==> src/rtl/regfile_wb_arbiter_if.sv <==
// Write-back bus between the requesters/regfile and regfile_wb_arbiter.
// The slave modport is the arbiter's view; the master modport is the surrounding pipeline.
interface regfile_wb_arbiter_if #(
  parameter int unsigned NREQ = 2,
  parameter int unsigned AW   = 5,
  parameter int unsigned DW   = 32
);
  logic [NREQ-1:0]    req_valid;
  logic [NREQ*AW-1:0] req_addr;
  logic [NREQ*DW-1:0] req_data;
  logic [NREQ-1:0]    req_ready;
  logic               we3;
  logic [AW-1:0]      wa3;
  logic [DW-1:0]      wd3;
  logic [(1<<AW)-1:0] pend_mask;
  logic [DW-1:0]      rf_rd1;
  logic [DW-1:0]      rf_rd2;
  logic [AW-1:0]      ra1;
  logic [AW-1:0]      ra2;
  logic [DW-1:0]      fwd_rd1;
  logic [DW-1:0]      fwd_rd2;

  modport slave (
    input  req_valid, req_addr, req_data, rf_rd1, rf_rd2, ra1, ra2,
    output req_ready, we3, wa3, wd3, pend_mask, fwd_rd1, fwd_rd2
  );

  modport master (
    output req_valid, req_addr, req_data, rf_rd1, rf_rd2, ra1, ra2,
    input  req_ready, we3, wa3, wd3, pend_mask, fwd_rd1, fwd_rd2
  );
endinterface

==> src/rtl/regfile_wb_arbiter.sv <==
// Round-robin arbiter sharing the single regfile write port among NREQ write-back
// requesters, each with a 1-entry holding buffer; write-port outputs are registered.
// Optional feature: define WB_FWD_EN to forward the in-flight write-port value onto
// fwd_rd1/fwd_rd2; otherwise those simply pass rf_rd1/rf_rd2 through.
module regfile_wb_arbiter #(
  parameter int unsigned NREQ = 2,
  parameter int unsigned AW   = 5,
  parameter int unsigned DW   = 32
) (
  input  logic                clk,
  input  logic                reset_n,
  regfile_wb_arbiter_if.slave bus
);
  localparam int unsigned PW = (NREQ > 1) ? $clog2(NREQ) : 1;

  logic [NREQ-1:0]    r_full;
  logic [AW-1:0]      r_addr [NREQ];
  logic [DW-1:0]      r_data [NREQ];
  logic [PW-1:0]      r_ptr;
  logic               r_we3;
  logic [AW-1:0]      r_wa3;
  logic [DW-1:0]      r_wd3;

  logic               w_gnt_vld;
  logic [PW-1:0]      w_gnt;
  logic [PW-1:0]      w_ptr_nxt;
  logic [(1<<AW)-1:0] w_pend;

  // Grant: first full buffer at or after the pointer, else wrap to the lowest full one
  always_comb begin
    w_gnt_vld = 1'b0;
    w_gnt     = '0;
    // Descending loops so the lowest qualifying index is assigned last
    for (int i = NREQ - 1; i >= 0; i--) begin
      if (r_full[i]) begin
        w_gnt_vld = 1'b1;
        w_gnt     = PW'(i);
      end
    end
    for (int i = NREQ - 1; i >= 0; i--) begin
      if (r_full[i] && (PW'(i) >= r_ptr)) begin
        w_gnt = PW'(i);
      end
    end
  end

  // Pointer advances to the slot after the winner, wrapping at NREQ-1
  always_comb begin
    w_ptr_nxt = (w_gnt == PW'(NREQ - 1)) ? '0 : w_gnt + PW'(1);
  end

  // Holding buffers: drain on grant, load on handshake; writes to x0 are swallowed
  always_ff @(posedge clk or negedge reset_n) begin
    if (!reset_n) begin
      r_full <= '0;
      for (int i = 0; i < NREQ; i++) begin
        r_addr[i] <= '0;
        r_data[i] <= '0;
      end
    end else begin
      for (int i = 0; i < NREQ; i++) begin
        // A full buffer has ready low, so grant and load never coincide
        if (w_gnt_vld && (w_gnt == PW'(i))) begin
          r_full[i] <= 1'b0;
        end else if (bus.req_valid[i] && !r_full[i] && (bus.req_addr[i*AW +: AW] != '0)) begin
          r_full[i] <= 1'b1;
          r_addr[i] <= bus.req_addr[i*AW +: AW];
          r_data[i] <= bus.req_data[i*DW +: DW];
        end
      end
    end
  end

  // Registered write port and round-robin pointer
  always_ff @(posedge clk or negedge reset_n) begin
    if (!reset_n) begin
      r_we3 <= 1'b0;
      r_wa3 <= '0;
      r_wd3 <= '0;
      r_ptr <= '0;
    end else if (w_gnt_vld) begin
      r_we3 <= 1'b1;
      r_wa3 <= r_addr[w_gnt];
      r_wd3 <= r_data[w_gnt];
      r_ptr <= w_ptr_nxt;
    end else begin
      r_we3 <= 1'b0;
    end
  end

  // Pending-write mask: every buffered destination plus the one on the write port
  always_comb begin
    w_pend = '0;
    for (int i = 0; i < NREQ; i++) begin
      if (r_full[i]) begin
        w_pend[r_addr[i]] = 1'b1;
      end
    end
    if (r_we3) begin
      w_pend[r_wa3] = 1'b1;
    end
    w_pend[0] = 1'b0;
  end

  assign bus.req_ready = ~r_full;
  assign bus.we3       = r_we3;
  assign bus.wa3       = r_wa3;
  assign bus.wd3       = r_wd3;
  assign bus.pend_mask = w_pend;

`ifdef WB_FWD_EN
  // Covers the cycle where the write sits on the port but has not reached the regfile
  assign bus.fwd_rd1 = (r_we3 && (bus.ra1 == r_wa3) && (bus.ra1 != '0)) ? r_wd3 : bus.rf_rd1;
  assign bus.fwd_rd2 = (r_we3 && (bus.ra2 == r_wa3) && (bus.ra2 != '0)) ? r_wd3 : bus.rf_rd2;
`else
  logic w_unused_ra;
  assign w_unused_ra = ^{bus.ra1, bus.ra2};
  assign bus.fwd_rd1 = bus.rf_rd1;
  assign bus.fwd_rd2 = bus.rf_rd2;
`endif

endmodule

==> src/flat_wrapper.sv <==
// flat-port wrapper written by rule: the top's interface ports become plain ports
module regfile_wb_arbiter_flat 
#(
  parameter int unsigned NREQ = 2,
  parameter int unsigned AW   = 5,
  parameter int unsigned DW   = 32
)
  (clk, reset_n, bus_req_valid, bus_req_addr, bus_req_data, bus_rf_rd1, bus_rf_rd2, bus_ra1, bus_ra2, bus_req_ready, bus_we3, bus_wa3, bus_wd3, bus_pend_mask, bus_fwd_rd1, bus_fwd_rd2);
  regfile_wb_arbiter_if #(.NREQ(NREQ), .AW(AW), .DW(DW)) bus_i ();
  input  logic clk;
  input  logic reset_n;
  input wire logic [$bits(bus_i.req_valid)-1:0] bus_req_valid;
  input wire logic [$bits(bus_i.req_addr)-1:0] bus_req_addr;
  input wire logic [$bits(bus_i.req_data)-1:0] bus_req_data;
  input wire logic [$bits(bus_i.rf_rd1)-1:0] bus_rf_rd1;
  input wire logic [$bits(bus_i.rf_rd2)-1:0] bus_rf_rd2;
  input wire logic [$bits(bus_i.ra1)-1:0] bus_ra1;
  input wire logic [$bits(bus_i.ra2)-1:0] bus_ra2;
  output wire logic [$bits(bus_i.req_ready)-1:0] bus_req_ready;
  output wire logic [$bits(bus_i.we3)-1:0] bus_we3;
  output wire logic [$bits(bus_i.wa3)-1:0] bus_wa3;
  output wire logic [$bits(bus_i.wd3)-1:0] bus_wd3;
  output wire logic [$bits(bus_i.pend_mask)-1:0] bus_pend_mask;
  output wire logic [$bits(bus_i.fwd_rd1)-1:0] bus_fwd_rd1;
  output wire logic [$bits(bus_i.fwd_rd2)-1:0] bus_fwd_rd2;
  assign bus_i.req_valid = bus_req_valid;
  assign bus_i.req_addr = bus_req_addr;
  assign bus_i.req_data = bus_req_data;
  assign bus_i.rf_rd1 = bus_rf_rd1;
  assign bus_i.rf_rd2 = bus_rf_rd2;
  assign bus_i.ra1 = bus_ra1;
  assign bus_i.ra2 = bus_ra2;
  assign bus_req_ready = bus_i.req_ready;
  assign bus_we3 = bus_i.we3;
  assign bus_wa3 = bus_i.wa3;
  assign bus_wd3 = bus_i.wd3;
  assign bus_pend_mask = bus_i.pend_mask;
  assign bus_fwd_rd1 = bus_i.fwd_rd1;
  assign bus_fwd_rd2 = bus_i.fwd_rd2;
  regfile_wb_arbiter #(.NREQ(NREQ), .AW(AW), .DW(DW)) u_core (.clk(clk), .reset_n(reset_n), .bus(bus_i));
endmodule
==> config.mk <==
export PLATFORM = sky130hd
export DESIGN_NAME = regfile_wb_arbiter_flat
export DESIGN_NICKNAME = d
export VERILOG_FILES = /design/src/rtl/regfile_wb_arbiter_if.sv /design/src/rtl/regfile_wb_arbiter.sv /design/src/flat_wrapper.sv
export SDC_FILE = /design/constraint.sdc
export NUM_CORES = 1
export LEC_CHECK = 0
export CAP_MARGIN = 10
export CORE_UTILIZATION = 30
export CTS_BUF_LIST = sky130_fd_sc_hd__clkbuf_4 sky130_fd_sc_hd__clkbuf_8
export DETAILED_ROUTE_END_ITERATION = 8
export GPL_ROUTABILITY_DRIVEN = 0
export PLACE_DENSITY = 0.73
export SETUP_SLACK_MARGIN = 0.2
export SLEW_MARGIN = 20
export SYNTH_ARGS = -nofsm -noshare
export SYNTH_HDL_FRONTEND = slang
export SYNTH_SLANG_ARGS = --single-unit
==> constraint.sdc <==
create_clock -name clk -period 1.6 [get_ports clk]
set_input_delay 0.24 -clock clk [delete_from_list [all_inputs] [get_ports clk]]
set_output_delay 0.24 -clock clk [all_outputs]
set_load 0.005 [all_outputs]
==> metrics.cfg <==
[status]
outcome = finished with violations
violations = setup timing

[sta]
whs_ps = 106
timing.final.crit_share_pct = 130
rsz0062_at_grt = yes
fin_ws_ps = -484
fin_skew_ps = 11.0
period_minus_slack_ps = 2080
drv_slew = 0
max_freq_mhz = 480
setup_viol = 130
hold_viol = 0

[placed_design]
post-place-ws_ps = -444
io_buffers = 148
dp_hpwl_um = 12000
place_inst = 932

[clock_tree]
root_buffer = clkbuf_8
cts_tree = done
clk_pin_slew_worst_paths_ps = 70
htreeDepth = 4
clock_latency_ps = 450
cts_buffers = 17
ctsLongestPathBuffers = 2
cts_sinks = 115

[drt]
routed_wl_um = 22000
wire_per_inst_um = 20.5
num_vias = 5371
routed_via_density = 5.01
drc = 0
drt_iter0_drc = 173
drt-pass1-iter-count = 5
ant_nets = 0

[setup_path]
crit_required_ps = 1360
crit_path_top_delay_cell = dfrtp_2
cp_num_buf_inv = 3
critPathCaptureType = output port
cp-start-kind = flop
critPathTopFamily = flip-flops
crit_chain = buf_6 -> and3b_2 -> a222oi_1 -> inv_1 -> buf_2
crit_type = reg -> out
path_max_fanout = 4
slowest_delay_ps = 450
worst_ep_arrival_time_ps = 1840

[logic_synthesis]
synth_top_area_share_pct = 47.9
syn_nets = 708
ys_top_cells_by_count = nand2_1 (129), dfrtp_1 (115), buf_4 (65)
ys_warn_count = 0
synth_most_common_cell = nand2_1
synth_cell_types = 37
synth-edff-count = 0
avgSynthCellArea_um2 = 10.8
synthCells = 556
synth-main-ff-cell = dfrtp_1
synth_area_leaders = dfrtp_1 (48%), buf_4 (8.1%), nand2_1 (8.1%)
postSynth.asyncResetShare_pct = 100
synth-seq-cells = 115
synth_area_um2 = 6010
seq_area_frac_synth_pct = 47.9
synth_top_area_cell = dfrtp_1

[floorplanning]
rows = 51
boundaryPins = 288
core_area_um2 = 19500
fp.dieW_um = 144
start_util_pct = 30.8
die-height_um = 144
dieArea_um2 = 20600

[layout]
utilization_pct = 51.5
drive_gt1_share_pct = 53.2
diodes = 0
nFillCells = 1690
final_cells = 1072
layout.nets = 946
area_delta_synth_final_pct = 67.5

[power_and_ir_drop]
leakagePower_nw = 4.79
powerDensity_nw_per_um2 = 2060
totalPowerFinal_mw = 20.8
ir_drop_uv = 1010

[global_route]
grt-ovfl-total = 0
grt_pass1_wl_um = 31900
first_global_vias = 5665
antenna_found_initial = 0
grt_use_total_pct = 21.2
grt_max_degree = 45

[run]
maxCapViolations = 0

[hold_path]
hp-class = in -> reg

==> cell families after synthesis <==
family                 share of synthesized area [%]
flip-flops                                      47.9
other                                         0.0624
AO/OA/AOI/OAI                                   11.9
AND/OR/NAND/NOR                                 13.6
buffers and inverters                           12.5
multiplexers                                    14.2
==> per-stage QoR <==
step	setup TNS, ps	cell area [µm²]
3_3_place_gp	-30120	7740
3_5_place_dp	-31030	7740
5_1_grt	-33400	10100
4_1_cts	-25120	9550
6_report	-26010	10100
2_1_floorplan	0	6050
==> sequential cells by signal, summed over array words and instances (netlist names) <==
signal,count
u_core.r_data,64
u_core.bus.wd3,32
u_core.r_addr,10
u_core.bus.wa3,5
u_core.r_full,2
u_core.bus.we3,1
u_core.r_ptr,1
==> worst min-delay path, stage by stage <==
cell and delay [ps]:
dlymetal6s2s_1 120, nand2_1 80, o21ai_1 70
==> final timing paths <==
| kind | from | to | slack (ps) | cells past startpoint |
|---|---|---|---|---|
| worst min-delay path | bus_req_addr[6] | u_core.r_addr[1] | 110 | 3 |
| worst max-delay path | u_core.r_addr[3] | bus_pend_mask[27] | -480 | 5 |
| worst max register to register | u_core.r_full[0] | u_core.r_data[63] | -320 | 9 |
| max in group asynchronous | reset_n | u_core.bus.wd3[23] | 770 | 3 |
| worst min register to register | u_core.r_data[38] | u_core.bus.wd3[6] | 470 | 2 |
| min in group asynchronous | reset_n | u_core.r_data[50] | 270 | 2 |
==> power breakdown <==
| group | internal, mW | switching, mW |
|---|---|---|
| Combinational | 6.95 | 4.95 |
| Sequential | 4.45 | 1.22 |
| Clock | 2.00 | 1.20 |
==> layout make-up <==
cell class / count / area, µm² / share of cell area, %
flip-flops and latches: 115 / 2900 / 28.8
well taps: 265 / 332 / 3.30
clock buffers: 22 / 290 / 2.89
clock inverters: 10 / 178 / 1.77
inverters: 7 / 38.8 / 0.386
repair buffers: 324 / 3340 / 33.2
multi-input cells: 329 / 2980 / 29.6
==> placed cells by master (no fill, tap or decap), types with 4 or more instances in the layout <==
cell,Yosys,layout
dlygate4sd2_1,0,30
and3b_1,15,7
buf_16,0,8
mux2_4,29,56
nand2_1,129,105
mux2_2,36,9
clkinv_2,0,4
and3_4,0,4
buf_4,65,80
inv_1,7,5
and3b_2,0,8
a22oi_2,0,29
nand2_2,0,24
dfrtp_1,115,101
a32oi_1,35,26
dfrtp_2,0,14
clkbuf_8,0,20
buf_12,3,19
a22o_1,9,9
bufinv_16,0,5
a32oi_2,0,8
nor3b_2,0,9
buf_6,4,70
clkdlybuf4s50_1,0,73
buf_2,4,29
==> repair_timing <==
action                                  CTS  global route
hold buffers                              1             0
pin swaps                                52            40
gates cloned                              9             4
endpoints found under the setup margin  179           155
hold endpoints to repair                 22             0
buffers inserted                         77            17
gates resized for setup                 361            86
==> layer usage <==
| layer | part of all wire, % | wire length [µm] | track usage (%) |
|---|---|---|---|
| met1 | 38 | 8430 | 24.0 |
| met2 | 50 | 11000 | 35.5 |
| met3 | 7.3 | 1610 | 6.90 |
| met4 | 4.5 | 980 | 11.3 |
| met5 | 0 | 0 | 0 |
(Power assumes the default switching activity.)
